===== config.mk =====
export PLATFORM = sky130hd
export DESIGN_NAME = fsk_div_ctrl_flat
export DESIGN_NICKNAME = d
export VERILOG_FILES = /design/src/rtl/fsk_div_ctrl_if.sv /design/src/rtl/fsk_div_ctrl.sv /design/src/flat_wrapper.sv
export SDC_FILE = /design/constraint.sdc
export NUM_CORES = 1
export LEC_CHECK = 0
export ABC_AREA = 1
export CAP_MARGIN = 20
export CELL_PAD_IN_SITES_DETAIL_PLACEMENT = 0
export CELL_PAD_IN_SITES_GLOBAL_PLACEMENT = 1
export CORE_ASPECT_RATIO = 1.75
export CORE_MARGIN = 1
export CORE_UTILIZATION = 32
export CTS_CLUSTER_SIZE = 14
export DETAILED_ROUTE_END_ITERATION = 12
export DONT_BUFFER_PORTS = 1
export HOLD_SLACK_MARGIN = 0.12
export MAX_ROUTING_LAYER = met4
export PLACE_DENSITY_LB_ADDON = 0.1
export SYNTH_ARGS = -nofsm -noshare
export SYNTH_HDL_FRONTEND = slang
export SYNTH_SLANG_ARGS = --single-unit

===== constraint.sdc =====
create_clock -name clk_in -period 1.7 [get_ports clk_in]
set_clock_uncertainty 0.1 [all_clocks]
set_input_delay 0.17 -clock clk_in [delete_from_list [all_inputs] [get_ports clk_in]]
set_output_delay 0.17 -clock clk_in [all_outputs]
set_load 0.1 [all_outputs]

===== src/rtl/fsk_div_ctrl_if.sv =====
// Bit handshake, carrier feedback and divider-select bundle for fsk_div_ctrl.
interface fsk_div_ctrl_if;
    logic       en;
    logic       bit_in;
    logic       bit_valid;
    logic       bit_ready;
    logic       car_in;
    logic [3:0] sw_out;
    logic       busy;
    logic       sym_strobe;
    logic       underrun;

    modport master (
        output en, bit_in, bit_valid, car_in,
        input  bit_ready, sw_out, busy, sym_strobe, underrun
    );

    modport slave (
        input  en, bit_in, bit_valid, car_in,
        output bit_ready, sw_out, busy, sym_strobe, underrun
    );
endinterface


===== src/rtl/fsk_div_ctrl.sv =====
// FSK divider-select controller: one symbol per SYM_CYC clocks, with
// phase-aligned switching of the one-hot divide ratio on a carrier edge.
module fsk_div_ctrl #(
    parameter int         SYM_CYC   = 256,
    parameter logic [3:0] F0_SEL    = 4'b0001,
    parameter logic [3:0] F1_SEL    = 4'b0100,
    parameter int         ALIGN_MAX = 32
) (
    input logic          clk_in,
    input logic          rst_n,
    fsk_div_ctrl_if.slave bus
);

    localparam int CW = $clog2(SYM_CYC);
    localparam int AW = $clog2(ALIGN_MAX + 1);
    localparam logic [CW-1:0] CNT_LD   = CW'(SYM_CYC - 1);
    localparam logic [AW-1:0] ALN_LAST = AW'(ALIGN_MAX - 1);

    typedef enum logic [1:0] {IDLE, SEND, ALIGN} state_e;

    state_e        state_q, state_d;
    logic [3:0]    sw_q, sw_d;
    logic [CW-1:0] cnt_q, cnt_d;
    logic [AW-1:0] acnt_q, acnt_d;
    logic          buf_vld_q, buf_vld_d;
    logic          buf_bit_q, buf_bit_d;
    logic          car_q;

    logic ready, hs, last, nxt_vld, nxt_bit, car_rise;
    logic strobe, urun;

    function automatic logic [3:0] sel(input logic b);
        return b ? F1_SEL : F0_SEL;
    endfunction

    // Reset also masks bit_ready so no handshake is advertised while held.
    assign ready    = rst_n & bus.en & ~buf_vld_q & (state_q != ALIGN);
    assign hs       = bus.bit_valid & ready;
    assign last     = (state_q == SEND) && (cnt_q == '0);
    assign nxt_vld  = buf_vld_q | hs;
    assign nxt_bit  = buf_vld_q ? buf_bit_q : bus.bit_in;
    assign car_rise = bus.car_in & ~car_q;

    always_comb begin
        state_d   = state_q;
        sw_d      = sw_q;
        cnt_d     = cnt_q;
        acnt_d    = acnt_q;
        buf_vld_d = buf_vld_q;
        buf_bit_d = buf_bit_q;
        strobe    = 1'b0;
        urun      = 1'b0;
        unique case (state_q)
            IDLE: begin
                if (hs) begin
                    state_d = SEND;
                    sw_d    = sel(bus.bit_in);
                    cnt_d   = CNT_LD;
                end
            end
            SEND: begin
                if (!last) begin
                    cnt_d = cnt_q - 1'b1;
                    if (hs) begin
                        buf_vld_d = 1'b1;
                        buf_bit_d = bus.bit_in;
                    end
                end else begin
                    strobe = 1'b1;
                    if (!bus.en) begin
                        state_d   = IDLE;
                        sw_d      = '0;
                        buf_vld_d = 1'b0;
                    end else if (!nxt_vld) begin
                        urun    = 1'b1;
                        state_d = IDLE;
                        sw_d    = '0;
                    end else if (sel(nxt_bit) == sw_q) begin
                        cnt_d     = CNT_LD;
                        buf_vld_d = 1'b0;
                    end else begin
                        state_d   = ALIGN;
                        acnt_d    = '0;
                        buf_vld_d = 1'b1;
                        buf_bit_d = nxt_bit;
                    end
                end
            end
            ALIGN: begin
                if (!bus.en) begin
                    state_d   = IDLE;
                    sw_d      = '0;
                    buf_vld_d = 1'b0;
                end else if (car_rise || acnt_q == ALN_LAST) begin
                    state_d   = SEND;
                    sw_d      = sel(buf_bit_q);
                    buf_vld_d = 1'b0;
                    cnt_d     = CNT_LD;
                end else begin
                    acnt_d = acnt_q + 1'b1;
                end
            end
            default: state_d = IDLE;
        endcase
    end

    always_ff @(posedge clk_in or negedge rst_n) begin
        if (!rst_n) begin
            state_q   <= IDLE;
            sw_q      <= '0;
            cnt_q     <= '0;
            acnt_q    <= '0;
            buf_vld_q <= 1'b0;
            buf_bit_q <= 1'b0;
            car_q     <= 1'b0;
        end else begin
            state_q   <= state_d;
            sw_q      <= sw_d;
            cnt_q     <= cnt_d;
            acnt_q    <= acnt_d;
            buf_vld_q <= buf_vld_d;
            buf_bit_q <= buf_bit_d;
            car_q     <= bus.car_in;
        end
    end

    assign bus.bit_ready  = ready;
    assign bus.sw_out     = sw_q;
    assign bus.busy       = (state_q != IDLE);
    assign bus.sym_strobe = strobe;
    assign bus.underrun   = urun;

endmodule


===== src/flat_wrapper.sv =====
// flat-port wrapper written by rule: the top's interface ports become plain ports
module fsk_div_ctrl_flat 
#(
    parameter int         SYM_CYC   = 256,
    parameter logic [3:0] F0_SEL    = 4'b0001,
    parameter logic [3:0] F1_SEL    = 4'b0100,
    parameter int         ALIGN_MAX = 32
)
  (clk_in, rst_n, bus_en, bus_bit_in, bus_bit_valid, bus_car_in, bus_bit_ready, bus_sw_out, bus_busy, bus_sym_strobe, bus_underrun);
  fsk_div_ctrl_if bus_i ();
  input logic clk_in;
  input logic rst_n;
  input wire logic [$bits(bus_i.en)-1:0] bus_en;
  input wire logic [$bits(bus_i.bit_in)-1:0] bus_bit_in;
  input wire logic [$bits(bus_i.bit_valid)-1:0] bus_bit_valid;
  input wire logic [$bits(bus_i.car_in)-1:0] bus_car_in;
  output wire logic [$bits(bus_i.bit_ready)-1:0] bus_bit_ready;
  output wire logic [$bits(bus_i.sw_out)-1:0] bus_sw_out;
  output wire logic [$bits(bus_i.busy)-1:0] bus_busy;
  output wire logic [$bits(bus_i.sym_strobe)-1:0] bus_sym_strobe;
  output wire logic [$bits(bus_i.underrun)-1:0] bus_underrun;
  assign bus_i.en = bus_en;
  assign bus_i.bit_in = bus_bit_in;
  assign bus_i.bit_valid = bus_bit_valid;
  assign bus_i.car_in = bus_car_in;
  assign bus_bit_ready = bus_i.bit_ready;
  assign bus_sw_out = bus_i.sw_out;
  assign bus_busy = bus_i.busy;
  assign bus_sym_strobe = bus_i.sym_strobe;
  assign bus_underrun = bus_i.underrun;
  fsk_div_ctrl #(.SYM_CYC(SYM_CYC), .F0_SEL(F0_SEL), .F1_SEL(F1_SEL), .ALIGN_MAX(ALIGN_MAX)) u_core (.clk_in(clk_in), .rst_n(rst_n), .bus(bus_i));
endmodule

After elaboration in Yosys (flattened, before gate mapping)
Cells that the tools add are included.
{"block": "classes", "addsub": 2, "n_eq_ne": 24, "mux": 53, "bitwise": 8, "reduce_logical": 14}
{"cell": "two-way mux 8 bit", "n": 7}
{"cell": "two-way mux 6 bit", "n": 6}
{"cell": "two-way mux 4 bit", "n": 6}
{"cell": "one-hot mux 8 bit (3 select lines)", "n": 1}
{"cell": "two-way mux 1 bit", "n": 19}
{"cell": "!= test 2 bit (second input constant)", "n": 8}
{"cell": "two-way mux 2 bit", "n": 7}
{"cell": "AND reduction 7 bit", "n": 2}
{"cell": "!= test 3 bit (second input constant)", "n": 4}
{"cell": "one-hot mux 4 bit (3 select lines)", "n": 1}
{"cell": "one-hot mux 6 bit (2 select lines)", "n": 1}
{"cell": "AND reduction 5 bit", "n": 2}
{"cell": "two-way mux 3 bit", "n": 3}
{"cell": "logical NOT 8 bit", "n": 1}
{"cell": "!= test 2 x 1 -> 1 bit (second input constant)", "n": 4}
{"cell": "!= test 4 bit (second input constant)", "n": 2}
{"cell": "AND reduction 4 bit", "n": 2}
{"cell": "subtractor 8 x 1 -> 8 bit (second input constant)", "n": 1}
{"cell": "adder 6 x 1 -> 6 bit (second input constant)", "n": 1}
{"cell": "equality test 6 x 5 -> 1 bit (second input constant)", "n": 1}
{"cell": "one-hot mux 2 bit (3 select lines)", "n": 1}
{"cell": "nonzero test 2 bit", "n": 3}
{"cell": "AND 1 bit", "n": 5}
{"cell": "equality test 4 bit", "n": 1}
{"cell": "other kinds (11)", "n": 12}
{"block": "word_totals", "regBits": 23, "wordCells": 108}

Depth between registers and ports, before layout
{"block": "logic_depth", "depth_word": 9, "depth_mapped": 11, "depth_no_buf": 11}

Worst setup path before layout
Ideal clock, no wire load.
{"block": "synth_timing", "kind": "register to output", "start": "register u_core.state_q[0]", "end": "output bus_bit_ready", "arrival_ns": 2.822, "t_required_ns": 1.430, "path_slack_ns": -1.392, "path_stages_with_launch": 5, "cell_sequence": "dfrtp_1 inv_1 ha_1 buf_6 nor3_1"}
{"block": "synth_between", "elab_chain_len": 2}
{"item": "from (decl)", "line_no": "fsk_div_ctrl.sv:21", "rtl": "state_e state_q, state_d;"}
{"item": "from (signal assigned)", "line_no": "fsk_div_ctrl.sv:117", "rtl": "state_q <= state_d;"}
{"item": "!= test 2 bit", "line_no": "fsk_div_ctrl.sv:37", "rtl": "assign ready = rst_n & bus.en & ~buf_vld_q & (state_q != ALIGN);"}
{"item": "AND 1 bit", "line_no": "fsk_div_ctrl.sv:37"}
{"item": "to (decl)", "line_no": "flat_wrapper.sv:17", "rtl": "output wire logic [$bits(bus_i.bit_ready)-1:0] bus_bit_ready;"}
Every way passes these cells.

Worst setup path in the final report
{"block": "layout_timing", "start": "register u_core.state_q[1]", "end": "output bus_underrun"}
{"block": "layout_between", "elab_chain_len": 8, "elab_cells_between_ends": 10, "cone_classes": "eq/ne: 2; mux: 4; bitwise: 3; reduce/logical: 1"}
{"item": "!= test 2 bit", "line_no": "fsk_div_ctrl.sv:37"}
{"item": "AND 1 bit", "line_no": "fsk_div_ctrl.sv:37"}
{"item": "AND 1 bit", "line_no": "fsk_div_ctrl.sv:38", "rtl": "assign hs = bus.bit_valid & ready;"}
{"item": "bitwise OR 1 bit", "line_no": "fsk_div_ctrl.sv:40", "rtl": "assign nxt_vld = buf_vld_q | hs;"}
{"item": "two-way mux 1 bit", "line_no": "fsk_div_ctrl.sv:74", "rtl": "end else if (!nxt_vld) begin"}
{"item": "two-way mux 1 bit", "line_no": "fsk_div_ctrl.sv:70", "rtl": "if (!bus.en) begin"}
{"item": "two-way mux 1 bit", "line_no": "fsk_div_ctrl.sv:62", "rtl": "if (!last) begin"}
{"item": "two-way mux 1 bit *", "line_no": "fsk_div_ctrl.sv:53", "rtl": "unique case (state_q)"}
{"item": "to (decl)", "line_no": "flat_wrapper.sv:21", "rtl": "output wire logic [$bits(bus_i.underrun)-1:0] bus_underrun;"}
Every way passes the cells marked *; elsewhere a longest branch is shown, timed or not.

==> results summary <==
The flow ran to the end, but the final reports show violations. The final reports fail on setup timing. The cell sitting at the root of the clock tree is a sky130_fd_sc_hd__clkbuf_8. Counting I/O delays and the setup requirement, the final critical path takes 1.88 ns.

The worst-case hold path end point is u_core.buf_bit_q. Yosys mapped the design onto 26 distinct sky130hd cell types. Broken down by cell family, the worst path's largest delay share belongs to flip-flops. The final RePlAce weighted congestion came out at 0.785. The max-slew violation total from the final report is 0. In the post-synthesis netlist, the biggest area contributors are sky130_fd_sc_hd__dfrtp_1 31%, sky130_fd_sc_hd__nand2_1 18%, sky130_fd_sc_hd__nand3_1 7.2%. STA classifies the critical path startpoint as a flop. For met3 alone, demand over resource in global routing was 2.13%. The via density per instance came out at 4.86. The effective utilization at floorplan came out at approximately a third. The sum of negative setup slack is -2.68 ns.

The layout cell share with drive strength beyond 1 is roughly 42%. The most repeated library cell on the critical path is sky130_fd_sc_hd__nor2_4. At the worst endpoint, the required time is between 1 and 1.5 ns. The total power divided by cell area came out at 2040 nW/um2. The number of placed I/O pins came out at 14. Counting cells, the worst reg-to-reg path comes to 11.

The worst hold path was traced through 6 stages. The post-DP HPWL is 3790 um. The deepest level of the CTS H-tree came out at 1. In this run the most used layer during global routing was met2. The antenna cell count is 0.

For this run the aggregate overflow at the end of global routing stands at 0. The total number of nets in the final design came out at 320. The first global-routing pass estimated 8360 um of wire. The clock tree buffer depth came out at 2.

In this run the most critical hold path is launched from bus_bit_in. The first-pass iteration count of the detailed router is 4. The slowest library cell on the worst path is sky130_fd_sc_hd__dfrtp_1.

TritonCTS built the clock tree. In the post-route analysis, the smallest setup slack over all paths is -0.178 ns. Dividing the synthesized area by the synthesized cell count gives between 6 and 7 um2. The cell type with the highest aggregate area in the netlist is sky130_fd_sc_hd__dfrtp_1. Dividing the final minimum period by the clock period gives 110%. The max capacitance violation total is 0.

STA classifies the critical path endpoint as an output port. The number of vias in the routed layout came out at 1,748. The total of endpoints with negative setup slack in the final report is 22. Setup repair after global routing could not meet its margin everywhere. The clock-pin slew reported for the worst setup and hold paths after clock tree synthesis came out at approximately 0.09 ns. In this run the core area contains 34 standard-cell rows. The post-synthesis sequential element count came out at 21. The delay of the slowest critical-path stage is between 0.4 and 0.5 ns. In the global route stage, met1 resource usage came out at 19.4%. For this run, the total global-route usage over all layers was measured as 20.4%.

The register-to-register path setup slack is -0.16 ns. The worst endpoint data arrival time is between 1.5 and 2 ns. The average routed wire per standard cell is 14.4 um. The initial antenna violation count is 0. The core region is 4980 um2. The type of the most critical hold path is primary input to flop.

For this run, design rule violations remaining after detail routing come to 0. The total clock buffers created by CTS came out at 3. For this run, the number of Yosys warnings is 0. The number of buffers and inverters on the critical path is 2. The worst vdd rail ir drop is approximately 1 mV. The largest net degree at the start of global routing is 22. The worst register-to-register path begins at u_core.state_q[1].

The aggregate routed wire length came out at 5170 um. The die extent in x came out at 56.6 um. The count of input and output buffers came out at 0. In this run the critical register-to-register path is captured at u_core.cnt_q[0]. The area growth from synthesis to layout is 53.4%. The die covers between 5000 and 6000 um2. In this run the vertical extent of the chip is around 100 um.

The count of nets left with antenna violations after detail routing is 0. The number of DRC markers after the initial detailed-route iteration came out at 76. The instance count of the mapped netlist came out at approximately 240.

The area share of the largest cell type after synthesis is a little under a third. The signal on the critical path passes through ha_4 > nor2_4 > nand3_4 > nand2_4 > nor2_4 > nand2_2 > clkinvlp_4 > buf_12. The highest fanout seen on the critical path came out at 3. At the later pin of the worst-skew pair, clock insertion delay measures about 0.27 ns.

The post-synth design cell area came out at 1670 um2. The leakage component of the power came out at 1.25 nW. The maximum clock rate is 0.533 GHz.

The setup path with the least slack is of type flop to output port. The final total power came out at ~5.2 mW. The number of global-route vias before repair came to roughly 1,800. The total count of hold-check failures in the final report is 0.

The sequential cell area fraction in the yosys report is 31.5%. The CTS sink count came out at 21. The worst-case hold slack came out at 0.130 ns. Global routing consumed, on the met2 layer, roughly 40% of the routing resources.
## worst reg2reg max path: cells and delay by family (launching register included)
family / cells / cell delay (ns)
simple gates: 8 / 0.75
flops: 1 / 0.44
buf+inv: 2 / 0.25
fa+ha+maj: 1 / 0.21
## report_power, final
group	internal, mW	switching [mW]	total (mW)
sequential	0.703	0.150	0.853
clock	0.168	0.190	0.358
combinational	1.76	2.25	4.01
total	2.63	2.59	5.22
## placed cells by master (no fill, tap or decap), types with 2 or more instances in the layout
master / n
sky130_fd_sc_hd__nand3_1: 21
sky130_fd_sc_hd__o21ai_1: 2
sky130_fd_sc_hd__buf_12: 6
sky130_fd_sc_hd__nor2_1: 14
sky130_fd_sc_hd__clkinvlp_4: 2
sky130_fd_sc_hd__clkbuf_8: 3
sky130_fd_sc_hd__buf_6: 9
sky130_fd_sc_hd__dfrtp_2: 2
sky130_fd_sc_hd__nand2_2: 14
sky130_fd_sc_hd__o21ai_0: 6
sky130_fd_sc_hd__nor2_4: 4
sky130_fd_sc_hd__ha_1: 3
sky130_fd_sc_hd__nand3_2: 3
sky130_fd_sc_hd__inv_1: 19
sky130_fd_sc_hd__nand3b_1: 4
sky130_fd_sc_hd__nand4_1: 10
sky130_fd_sc_hd__buf_4: 46
sky130_fd_sc_hd__nand3_4: 5
sky130_fd_sc_hd__nor2_8: 2
sky130_fd_sc_hd__inv_2: 12
sky130_fd_sc_hd__a21oi_1: 4
sky130_fd_sc_hd__ha_4: 4
sky130_fd_sc_hd__dlygate4sd3_1: 3
sky130_fd_sc_hd__nand2_1: 67
sky130_fd_sc_hd__nand2_4: 5
sky130_fd_sc_hd__dfrtp_1: 19
sky130_fd_sc_hd__conb_1: 2
sky130_fd_sc_hd__nor2_2: 2
## what timing repair did
item	4_1_cts	5_1_grt
hold buffers	4	0
setup endpoints to repair	24	24
setup buffers	8	5
gates resized for setup	26	27
endpoints found under the hold margin	24	0
pin swaps	17	18
## routing by layer
layer | routed length [um] | share of wire (%)
met1 | 1960 | 38
met2 | 2990 | 58
met3 | 91 | 1.8
met4 | 129 | 2.5
met5 | 0 | 0
## cells by family after synthesis
group                    after synthesis  synth area share, %
AND/OR/NAND/NOR                      156                 48.1
buffers and inverters                 38                 9.45
adder cells (fa/ha/maj)                7                 5.25
flip-flops                            21                 31.5
AO/OA/AOI/OAI                         16                 5.47
other                                  1                0.225
## registers in the layout, indices dropped and copies added, names as in the netlist
name and count:
u_core.buf_bit_q 1, u_core.acnt_q 6, u_core.car_q 1, u_core.bus.sw_out 2, u_core.state_q 2, u_core.cnt_q 8, u_core.buf_vld_q 1
## area by class of cell
| cell class | count | area (um2) |
|---|---|---|
| Clock buffer | 4 | 45.0 |
| Multi-Input combinational cell | 181 | 1160 |
| Inverter | 35 | 146 |
| Tap cell | 54 | 67.6 |
| Sequential cell | 21 | 528 |
| Fill cell | 495 | 2420 |
| Timing Repair Buffer | 65 | 612 |
## metrics by stage
step	area, um2	util, %	setup WS (ns)	cells
after floorplan	1710	-	-0.179	240
after global placement	2170	43.6	-0.272	339
after detailed placement	2170	43.6	-0.264	339
after CTS	2430	48.8	-0.177	355
after global routing	2560	51.5	-0.241	360
final	2560	51.5	-0.178	360
## Yosys cell counts
| cell type | instances |
|---|---|
| sky130_fd_sc_hd__nand2_1 | 78 |
| sky130_fd_sc_hd__inv_1 | 27 |
| sky130_fd_sc_hd__nand3_1 | 24 |
| sky130_fd_sc_hd__dfrtp_1 | 21 |
| sky130_fd_sc_hd__nor2_1 | 17 |
| sky130_fd_sc_hd__nand4_1 | 10 |
| sky130_fd_sc_hd__ha_1 | 7 |
| sky130_fd_sc_hd__inv_2 | 7 |
| sky130_fd_sc_hd__a21oi_1 | 6 |
| sky130_fd_sc_hd__o21ai_0 | 6 |
| sky130_fd_sc_hd__nand2_2 | 4 |
| sky130_fd_sc_hd__nand2_4 | 4 |
| sky130_fd_sc_hd__nand3b_1 | 4 |
| sky130_fd_sc_hd__nand3_4 | 3 |
| sky130_fd_sc_hd__nor3_1 | 3 |
| sky130_fd_sc_hd__o21ai_1 | 3 |
| sky130_fd_sc_hd__buf_4 | 2 |
| sky130_fd_sc_hd__nand3_2 | 2 |
| sky130_fd_sc_hd__nor2_2 | 2 |
| sky130_fd_sc_hd__nor2_8 | 2 |
| sky130_fd_sc_hd__or2_2 | 2 |
| sky130_fd_sc_hd__buf_6 | 1 |
| sky130_fd_sc_hd__clkinv_1 | 1 |
| sky130_fd_sc_hd__conb_1 | 1 |
| sky130_fd_sc_hd__nor2_4 | 1 |
| sky130_fd_sc_hd__o21ai_4 | 1 |
## worst max path at each step
stage	cells past startpoint	from	to	slack (ns)
finish	8	u_core.state_q[1]	bus_underrun	-0.18
global route	8	u_core.state_q[1]	bus_underrun	-0.24
CTS	8	u_core.state_q[1]	bus_underrun	-0.18
detailed placement	11	u_core.state_q[0]	u_core.cnt_q[7]	-0.26
global placement	11	u_core.state_q[0]	u_core.cnt_q[6]	-0.27
floorplan	9	u_core.state_q[0]	bus_underrun	-0.18
No activity file was read; power rests on OpenSTA's default activity.
